===== config.mk =====
export PLATFORM = sky130hd
export DESIGN_NAME = alu_mul_seq
export DESIGN_NICKNAME = d
export VERILOG_FILES = /design/src/rtl/alu_mul_seq.sv
export SDC_FILE = /design/constraint.sdc
export NUM_CORES = 1
export LEC_CHECK = 0
export CORE_UTILIZATION = 46
export DETAILED_ROUTE_END_ITERATION = 6
export HOLD_SLACK_MARGIN = 0.02
export PLACE_DENSITY = 0.89
export RECOVER_POWER = 100
export SYNTH_ARGS = -nofsm -noshare
export SYNTH_HDL_FRONTEND = slang
export SYNTH_SLANG_ARGS = --single-unit

===== constraint.sdc =====
create_clock -name clk -period 5.2 [get_ports clk]
set_input_delay 0.78 -clock clk [delete_from_list [all_inputs] [get_ports clk]]
set_output_delay 0.78 -clock clk [all_outputs]
set_load 0.02 [all_outputs]

===== src/rtl/alu_mul_seq.sv =====
`default_nettype none
// +----------------------------------------------------------------------------+
// | Module      : alu_mul_seq                                                  |
// | Description : Shift-and-add multiplier that borrows the shared pipeline    |
// |               ALU for ADDs; passes execute-stage traffic through when idle.|
// |               Optional macro ALU_MUL_EARLY_OUT_EN ends the run once the    |
// |               remaining multiplier bits are all zero.                      |
// | Revision    : 1.0 - initial release                                        |
// +----------------------------------------------------------------------------+
module alu_mul_seq #(
    parameter int         WIDTH    = 32,
    parameter logic [2:0] ALUF_ADD = 3'b010
) (
    input  logic             clk,
    input  logic             reset_n,
    input  logic             start,
    input  logic [WIDTH-1:0] a_in,
    input  logic [WIDTH-1:0] b_in,
    input  logic [WIDTH-1:0] ex_a,
    input  logic [WIDTH-1:0] ex_b,
    input  logic [2:0]       ex_f,
    input  logic [WIDTH-1:0] alu_y,
    output logic [WIDTH-1:0] alu_a,
    output logic [WIDTH-1:0] alu_b,
    output logic [2:0]       alu_f,
    output logic [WIDTH-1:0] ex_y,
    output logic             busy,
    output logic             done,
    output logic [WIDTH-1:0] result
);

    localparam int              c_cnt_w = (WIDTH > 1) ? $clog2(WIDTH) : 1;
    localparam logic [c_cnt_w-1:0] c_last  = c_cnt_w'(WIDTH - 1);
    localparam logic [c_cnt_w-1:0] c_one   = c_cnt_w'(1);

    typedef enum logic [1:0] {
        S_IDLE = 2'd0,
        S_RUN  = 2'd1,
        S_DONE = 2'd2
    } state_t;

    state_t             r_state;
    logic [WIDTH-1:0]   r_acc;
    logic [WIDTH-1:0]   r_mcand;
    logic [WIDTH-1:0]   r_mplier;
    logic [c_cnt_w-1:0] r_count;
    logic [WIDTH-1:0]   r_result;
    logic               r_busy;
    logic               r_done;

    // The ALU is adding acc + mcand this cycle; keep it only if the multiplier bit is set.
    logic [WIDTH-1:0]   w_acc_next;
    assign w_acc_next = r_mplier[0] ? alu_y : r_acc;

    always_ff @(posedge clk or negedge reset_n) begin
        if (!reset_n) begin
            r_state  <= S_IDLE;
            r_acc    <= '0;
            r_mcand  <= '0;
            r_mplier <= '0;
            r_count  <= '0;
            r_result <= '0;
            r_busy   <= 1'b0;
            r_done   <= 1'b0;
        end else begin
            case (r_state)
                S_IDLE, S_DONE: begin
                    r_done <= 1'b0;
                    if (start) begin
                        r_mcand  <= a_in;
                        r_mplier <= b_in;
                        r_acc    <= '0;
                        r_count  <= '0;
                        r_busy   <= 1'b1;
                        r_state  <= S_RUN;
                    end else begin
                        r_state  <= S_IDLE;
                    end
                end
                S_RUN: begin
`ifdef ALU_MUL_EARLY_OUT_EN
                    if (r_mplier == '0) begin
                        r_result <= r_acc;
                        r_busy   <= 1'b0;
                        r_done   <= 1'b1;
                        r_state  <= S_DONE;
                    end else
`endif
                    begin
                        r_acc    <= w_acc_next;
                        r_mcand  <= r_mcand << 1;
                        r_mplier <= r_mplier >> 1;
                        r_count  <= r_count + c_one;
                        if (r_count == c_last) begin
                            r_result <= w_acc_next;
                            r_busy   <= 1'b0;
                            r_done   <= 1'b1;
                            r_state  <= S_DONE;
                        end
                    end
                end
                default: begin
                    r_busy  <= 1'b0;
                    r_done  <= 1'b0;
                    r_state <= S_IDLE;
                end
            endcase
        end
    end

    // r_busy is high exactly in RUN, so it doubles as the ALU ownership select.
    assign alu_a  = r_busy ? r_acc   : ex_a;
    assign alu_b  = r_busy ? r_mcand : ex_b;
    assign alu_f  = r_busy ? ALUF_ADD : ex_f;
    assign ex_y   = alu_y;
    assign busy   = r_busy;
    assign done   = r_done;
    assign result = r_result;

endmodule
`default_nettype wire


==> results of run 1 <==
==> logic make-up after synthesis <==
logic type / count (synthesis)
and+or+nand+nor: 269
adders and majority gates: 2
DFF: 136
AOI/OAI and AO/OA: 101
muxes: 99
buffers and inverters: 92
==> worst max-delay path, stage by stage <==
cell and delay (ns):
dlygate4sd3_1 0.61, nor2b_1 2.17, nor2_1 0.43, a22o_1 0.35
==> layout make-up <==
class,instances,area (µm²)
fill,1062,4370
sequential,136,3400
timing repair buffer,306,3030
multi-input combinational,471,2950
clock buffer,21,480
tap,184,230
clock inverter,10,118
inverter,2,7.51
==> sequential cells by signal, indices dropped and copies added, names as in the netlist <==
| name | flops |
|---|---|
| done | 1 |
| r_count | 5 |
| result | 32 |
| r_mcand | 32 |
| r_mplier | 32 |
| r_state | 1 |
| r_acc | 32 |
| busy | 1 |
==> layer usage <==
layer	up-vias	routed length, µm	GRT usage	share of wire
met4	2	439	0.0900	0.023
met2	306	9610	0.434	0.50
met1	2971	7830	0.313	0.40
met5	-	13	0	0.00067
li1	2877	-	-	-
met3	36	1460	0.0704	0.076
==> cell usage after synthesis, types with 3 or more instances <==
cell / count
nor2b_1: 3
o21ai_0: 34
mux2_2: 65
a22o_1: 4
dfrtp_1: 136
buf_2: 33
nand2_1: 160
buf_4: 40
a22oi_1: 62
clkbuf_1: 17
nand3_1: 95
mux2i_1: 34
==> through the flow <==
| stage | worst slack [ns] | area (µm²) | power (W) | util | hold slack (ns) |
|---|---|---|---|---|---|
| 3_5_place_dp | 1.95 | 9650 | 0.00521 | 0.661 | 0.467 |
| 3_3_place_gp | 2.00 | 9650 | 0.00513 | 0.661 | 0.456 |
| 4_1_cts | 1.50 | 10200 | 0.00645 | 0.702 | 0.479 |
| 6_report | 1.15 | 10200 | 0.00623 | 0.701 | 0.473 |
| 2_1_floorplan | 3.06 | 6880 | 0.00385 | - | 0.437 |
| 5_1_grt | 0.802 | 10200 | 0.00661 | 0.701 | 0.491 |
==> worst max path at each step <==
stage,from,to,cells past startpoint
final,start,r_mcand[0]$_DFFE_PN0P_,4
after global routing,start,r_count[1]$_DFFE_PN0P_,4
after CTS,busy$_DFFE_PN0P_,alu_b[27],3
after detailed placement,busy$_DFFE_PN0P_,alu_b[27],3
after global placement,busy$_DFFE_PN0P_,alu_b[22],3
after floorplan,busy$_DFFE_PN0P_,alu_b[26],4
==> power by group <==
group,internal (W),switching [W],total (W),leakage (nW)
combinational,0.00147,0.00154,0.00300,2.78
sequential,0.00155,0.000466,0.00202,1.69
clock,0.000754,0.000456,0.00121,0.284
total,0.00377,0.00246,0.00623,4.76
==> impl_metrics.tcl, run 1 <==
set metrics [dict create \
    powerDensity_nw_per_um2 609 \
    grt.total_usage 0.256 \
    rsz0062_at_grt "false" \
    worstPathRequired_ns 5.50 \
    synth-compound-area-share 0.0987 \
    wirelength_um 19400 \
    dp.cells 1099 \
    ctsHtreeMaxLevel 4 \
    period_share 0.780 \
    cts_tree "done" \
    fmax_ghz 0.247 \
    dieHeight_um 124 \
    setup_viol 0 \
    grt_max_degree 98 \
    final_max_slew_viol_count 242 \
    end_kind "register" \
    core_um2 14600 \
    synth_top_area_frac 0.495 \
    cap_violations 4 \
    yosys-top-cells-area "dfrtp_1, mux2_2, nand2_1" \
    drtPass1Iterations 5 \
    synthFlopType "dfrtp_1" \
    ff2ff_path_depth 3 \
    cts-buffers-inserted 17 \
    ff2ff_setup_slack_ns 1.68 \
    cts_setup_buffers 0 \
    clock_skew_ns 0.00860 \
    clkTransAtPathRegs_ns 0.06 \
    grt_overflow 0 \
    ant_nets 0 \
    synth.distinct_cells 23 \
    antenna_found_initial 1 \
    synth-edff-count 0 \
    layout_common_cells "clkdlybuf4s50_1, nand2_1, dfrtp_1, dlygate4sd3_1, nand3_1" \
    diodes 0 \
    worstMarginPinSlew_ns 2.88 \
    syn-mean-instance-area_um2 9.84 \
    route.vias.total 6192 \
    timing.rr.start "r_state[0]$_DFFE_PN0P_" \
    first_global_vias 6078 \
    clock_path_buffers 2 \
    synth.area.mux_share 0.156 \
    yosys_warnings 0 \
    synth_top_family_by_area "simple AND/OR/NAND/NOR gates" \
    final_nets 1102 \
    violations "capacitance limit, slew limit" \
    setup_tns_ns 0 \
    layout_commonest_cell "clkdlybuf4s50_1" \
    min_to "result[20]$_DFFE_PN0P_" \
    layout-drive-gt1-share 0.114 \
    rows 44 \
    worstSkewPairLatency_ns 0.41 \
    ios 299 \
    path_class "in -> reg" \
    async_reset_ff_frac 1.00 \
    cts_root_buffer "clkbuf_16" \
    portBuffers 298 \
    die_x_um 124 \
    synthCells 699 \
    power_leakage_nw 4.76 \
    avgViaCountPerCell 5.48 \
    drcViolationCount 0 \
    start_kind "input pin" \
    area_growth_pct 48.6 \
    ys_seq_area_frac 0.495 \
    cts.repair.resized 0 \
    yosys.area_share.adder 0.00364 \
    outcome "finished, violations left" \
    drt-initial-drc-count 530 \
    peakVddDrop_mv 0.299 \
    synth.net_count 867 \
    slew_headroom -0.925 \
    wire_per_inst_um 17.1 \
    rr_endpoint "r_mcand[0]$_DFFE_PN0P_" \
    die_area_um2 15500 \
    place_congestion 0.778 \
    hold_depth 2 \
    worstPathArrival_ns 4.35 \
    synthSimpleGateAreaFrac 0.169 \
    dpl.hpwl_um 13100 \
    min_period_ns 4.05 \
    yosysTopAreaCell "dfrtp_1" \
    min_path_type "reg -> reg" \
    min-delay-start "result[20]$_DFFE_PN0P_" \
    grt_pass1_wl_um 31700 \
    cp_max_fo 41 \
    synth_xor_area_frac 0 \
    finalHoldViolCount 0 \
    synth-seq-cells 136 \
    netlist_area_um2 6880 \
    initial_utilization 0.472 \
    fin_cells 1130 \
    cts_sinks 136 \
    ctsHoldBuffers 0 \
]
Note: power is estimated with default switching activity, not from simulation.
==> inputs of run 2 (changes only) <==
- CORE_UTILIZATION: 46 -> 43
- PLACE_DENSITY: 0.89 -> 0.84
- clock period: 5.2 -> 3.9 ns (I/O delays scaled with it)
==> run 2 against run 1 <==
Net effect: die area up 6.9%; highest routed layer is now met4; largest power group unchanged; wire length fell by 0.27%; via count down 1.7%; non-clock buffer count rose by 3; setup slack lost 0.64 ns; largest cell class unchanged; the flow still finishes with violations (capacitance limit, slew limit).
==> impl_metrics.tcl, run 2 (synthesis results as in run 1) <==
set metrics [dict create \
    outcome "finished, violations left" \
    violations "capacitance limit, slew limit" \
    route.vias.total 6085 \
    cts_sinks 136 \
    drtPass1Iterations 7 \
    cts_tree "done" \
    clock_skew_ns 0.00778 \
    worstPathRequired_ns 3.31 \
    grt_pass1_wl_um 30700 \
    place_congestion 0.781 \
    period_share 0.869 \
    power_leakage_nw 4.72 \
    ff2ff_setup_slack_ns 1.18 \
    end_kind "output pin" \
    layout-drive-gt1-share 0.117 \
    rows 45 \
    layout_commonest_cell "clkdlybuf4s50_1" \
    grt.total_usage 0.239 \
    rr_endpoint "r_mcand[5]$_DFFE_PN0P_" \
    first_global_vias 5915 \
    ctsHoldBuffers 0 \
    peakVddDrop_mv 0.376 \
    slew_headroom -0.347 \
    start_kind "register" \
    crit_family "flip-flops" \
    ios 299 \
    cts.repair.resized 0 \
    path_cells "buf_12 > mux2_2 > clkdlybuf4s50_1" \
    final_nets 1105 \
    initial_utilization 0.446 \
    layout_common_cells "clkdlybuf4s50_1, nand2_1, dfrtp_1, nand3_1, dlygate4sd3_1" \
    setup_tns_ns 0 \
    cap_violations 3 \
    antenna_found_initial 1 \
    slowest_delay_ns 1.11 \
    final_core_util 0.667 \
    worstSkewPairLatency_ns 0.42 \
    wirelength_um 19300 \
    finalHoldViolCount 0 \
    multiInputGateArea_um2 2950 \
    setup_viol 0 \
    seq_area_um2 3400 \
    critPathSlowestCell "dfrtp_1" \
    clkTransAtPathRegs_ns 0.05 \
    area_growth_pct 49.5 \
    rsz0062_at_grt "false" \
    die_area_um2 16500 \
    die_x_um 129 \
    clock_path_buffers 2 \
    fill_cells 1258 \
    dieHeight_um 129 \
    final_max_slew_viol_count 209 \
    path_class "reg -> out" \
    worstPathArrival_ns 2.81 \
    cts_setup_buffers 0 \
    cts-buffers-inserted 17 \
    avgViaCountPerCell 5.25 \
    dpl.hpwl_um 13500 \
    path_buf_inv 2 \
    min_period_ns 3.39 \
    ant_nets 0 \
    hold_depth 2 \
    min-delay-start "result[17]$_DFFE_PN0P_" \
    portBuffers 298 \
    crit_start "busy$_DFFE_PN0P_" \
    core_um2 15400 \
    drt-initial-drc-count 419 \
    min_path_type "reg -> reg" \
    fmax_ghz 0.295 \
    min_to "result[17]$_DFFE_PN0P_" \
    ff2ff_path_depth 4 \
    timing.rr.start "r_state[0]$_DFFE_PN0P_" \
    drcViolationCount 0 \
    wire_per_inst_um 16.6 \
    ctsHtreeMaxLevel 4 \
    powerDensity_nw_per_um2 816 \
    worstMarginPinSlew_ns 2.02 \
    grt_overflow 0 \
    cp_max_fo 44 \
    grt_max_degree 98 \
    cts_root_buffer "clkbuf_16" \
]
==> run 2: cell types whose count changed in the layout (fill, tap and decap cells not counted), moves of 2 or more <==
cell,delta
clkinvlp_4,-2
clkdlybuf4s50_1,+39
dlygate4sd3_1,-39
clkbuf_2,+2
==> run 2: worst reg2reg max path: cells and delay by family (launching register included) <==
kind,cells,cell delay [ns]
simple gates,2,1.41
buf+inv,1,0.64
flops,1,0.44
compound gates,1,0.17
==> run 2: worst max-delay path by stage <==
stage / to / cells past startpoint / slack [ns]
final: alu_b[22] / 3 / 0.51
after global routing: alu_b[29] / 3 / 0.40
after CTS: alu_b[18] / 3 / 0.83
after detailed placement: alu_b[18] / 3 / 1.28
after global placement: alu_b[29] / 3 / 1.28
after floorplan: alu_b[26] / 4 / 1.96
==> run 2: final cells by class <==
type,instances,share of cell area
clock inverters,9,0.0112
clock buffers,21,0.0467
repair buffers,309,0.298
inverters,2,0.000730
flip-flops and latches,136,0.331
well taps,211,0.0257
diodes,1,0.000243
multi-input cells,471,0.287
==> run 2: power by group <==
part	total, W	switching [W]	internal (W)
logic	0.00420	0.00215	0.00204
registers	0.00259	0.000519	0.00207
clock network	0.00161	0.000602	0.00101
total	0.00839	0.00327	0.00512
==> run 2: metrics by stage <==
| step | hold WS, ns | cells | cell area [µm²] | setup slack, ns | power (W) |
|---|---|---|---|---|---|
| 3_3_place_gp | 0.458 | 1129 | 9720 | 1.28 | 0.00687 |
| 4_1_cts | 0.236 | 1159 | 10300 | 0.832 | 0.00861 |
| 6_report | 0.471 | 1160 | 10300 | 0.510 | 0.00839 |
| 3_5_place_dp | 0.469 | 1129 | 9720 | 1.28 | 0.00697 |
| 5_1_grt | 0.488 | 1160 | 10300 | 0.399 | 0.00893 |
| 2_1_floorplan | 0.289 | 699 | 6880 | 1.96 | 0.00514 |
==> run 2: per-layer routing <==
| layer | part of all wire | wire length [µm] | up-vias | global-route usage |
|---|---|---|---|---|
| li1 | - | - | 2899 | - |
| met1 | 0.39 | 7580 | 2904 | 0.286 |
| met2 | 0.51 | 9810 | 253 | 0.407 |
| met3 | 0.079 | 1530 | 29 | 0.0628 |
| met4 | 0.020 | 385 | 0 | 0.0990 |
| met5 | 0 | 0 | - | 0 |
==> inputs of run 3 (changes only) <==
- CORE_UTILIZATION: 43 -> 46
- PLACE_DENSITY: 0.84 -> 0.89
- clock period: 3.9 -> 4.2 ns (I/O delays scaled with it)
==> run 3 against run 2 <==
Net effect: the run still ends with capacitance limit, slew limit left; sequential share of layout area is 0.30 points higher; worst hold slack better by 0.0011 ns; wire length grew 2.8%; combinational power fell by 8.6%; non-clock buffer count stayed put; register-to-register slack worse by 0.06 ns; largest cell class unchanged; largest power group unchanged; setup slack better by 0.14 ns.
==> impl_metrics.tcl, run 3 (synthesis results as in run 1) <==
set metrics [dict create \
    min_period_ns 3.55 \
    slowest_delay_ns 0.99 \
    avgViaCountPerCell 5.49 \
    end_kind "output pin" \
    path_class "reg -> out" \
    place_congestion 0.773 \
    cap_violations 4 \
    setup_viol 0 \
    min_path_type "reg -> reg" \
    layout-drive-gt1-share 0.117 \
    wirelength_um 19800 \
    cts_tree "done" \
    die_x_um 124 \
    ios 299 \
    route.vias.total 6229 \
    dpl.hpwl_um 14000 \
    cp_max_fo 28 \
    drtPass1Iterations 6 \
    fill_cells 1085 \
    layout_setup_ws_ns 0.653 \
    clock_skew_ns 0.00872 \
    grt_pass1_wl_um 32300 \
    grt_max_degree 98 \
    final_max_slew_viol_count 203 \
    fin_cells 1134 \
    grt.total_usage 0.261 \
    critPathSlowestCell "dfrtp_1" \
    layout_common_cells "clkdlybuf4s50_1, nand2_1, dfrtp_1, dlygate4sd3_1, nand3_1" \
    violations "capacitance limit, slew limit" \
    cts-buffers-inserted 17 \
    clkTransAtPathRegs_ns 0.05 \
    die_area_um2 15500 \
    worstPathRequired_ns 3.57 \
    rsz0062_at_grt "false" \
    drt-initial-drc-count 391 \
    dpl_worst_slack_ns 1.48 \
    dieHeight_um 124 \
    worstMarginPinSlew_ns 2.00 \
    cts_sinks 136 \
    path_cells "buf_4 > mux2_2 > dlygate4sd3_1" \
    outcome "finished, violations left" \
    worstPathArrival_ns 2.92 \
    powerDensity_nw_per_um2 748 \
    fmax_ghz 0.282 \
    first_global_vias 6351 \
    diodes 0 \
    start_kind "register" \
    power_w 0.00762 \
    dp.cells 1102 \
    core_um2 14600 \
    cts.repair.resized 0 \
    power_leakage_nw 4.74 \
    final_nets 1105 \
    peakVddDrop_mv 0.384 \
    cts_setup_buffers 0 \
    finalHoldViolCount 0 \
    ant_nets 0 \
    worstSkewPairLatency_ns 0.41 \
    clock_path_buffers 2 \
    portBuffers 298 \
    layout_commonest_cell "clkdlybuf4s50_1" \
    period_share 0.845 \
    rows 44 \
    setup_tns_ns 0 \
    grt_overflow 0 \
    ctsHtreeMaxLevel 4 \
    ctsHoldBuffers 0 \
    drcViolationCount 0 \
    cts_root_buffer "clkbuf_16" \
    area_growth_pct 48.1 \
    slew_headroom -0.334 \
    antenna_found_initial 1 \
    wire_per_inst_um 17.5 \
    initial_utilization 0.472 \
]
run 3: changes by cell type in the layout (fill, tap and decap cells not counted), sizes merged:
cell,previous run,this run
bufinv,2,1
clkinvlp,2,4
inv,4,3
clkdlybuf4s50,203,165
buf,8,9
dlygate4sd3,94,132
clkbuf,25,23
diode,1,0
clkinv,3,6
run 3: area by class of cell:
cell class	count	area, µm²	area share
clock buffers	20	447	0.0438
clock inverters	12	103	0.0101
inverters	2	7.51	0.000736
multi-input cells	471	2950	0.289
flip-flops and latches	136	3400	0.334
well taps	184	230	0.0226
repair buffers	309	3050	0.300
run 3: worst paths after layout:
path	slack, ns	cells after the start	startpoint	to
max	0.65	3	busy$_DFFE_PN0P_	alu_b[20]
min	0.47	2	result[12]$_DFFE_PN0P_	result[12]$_DFFE_PN0P_
min in group asynchronous	0.74	1	reset_n	r_acc[22]$_DFFE_PN0P_
max reg2reg	1.12	4	r_state[0]$_DFFE_PN0P_	r_mcand[14]$_DFFE_PN0P_
max in group asynchronous	1.22	2	reset_n	result[13]$_DFFE_PN0P_
min reg2reg	0.47	2	result[12]$_DFFE_PN0P_	result[12]$_DFFE_PN0P_
run 3: routing by layer:
metal / track usage / routed length, µm
met3: 0.0627 / 1280
met2: 0.453 / 10000
met1: 0.315 / 8030
met5: 0 / 13
met4: 0.0950 / 516
run 3: stage by stage:
stage               utilization  hold WS (ns)  cell area [µm²]
floorplan                     -         0.334             6880
global placement          0.663         0.458             9670
detailed placement        0.663         0.470             9670
CTS                       0.701         0.274            10200
global route              0.699         0.489            10200
finish                    0.699         0.472            10200
run 3: report_power, final:
part           switching, W  total, W  internal [W]  leakage [nW]
registers          0.000476   0.00240       0.00192          1.69
logic               0.00203   0.00384       0.00181          2.79
clock network      0.000561   0.00139      0.000826         0.262
total               0.00307   0.00762       0.00455          4.74
run 3: critical path, delay by kind of cell (launching register included):
kind / cells / cell delay [ns]
multiplexers: 1 / 0.39
flip-flops: 1 / 0.99
buffers and inverters: 2 / 1.12
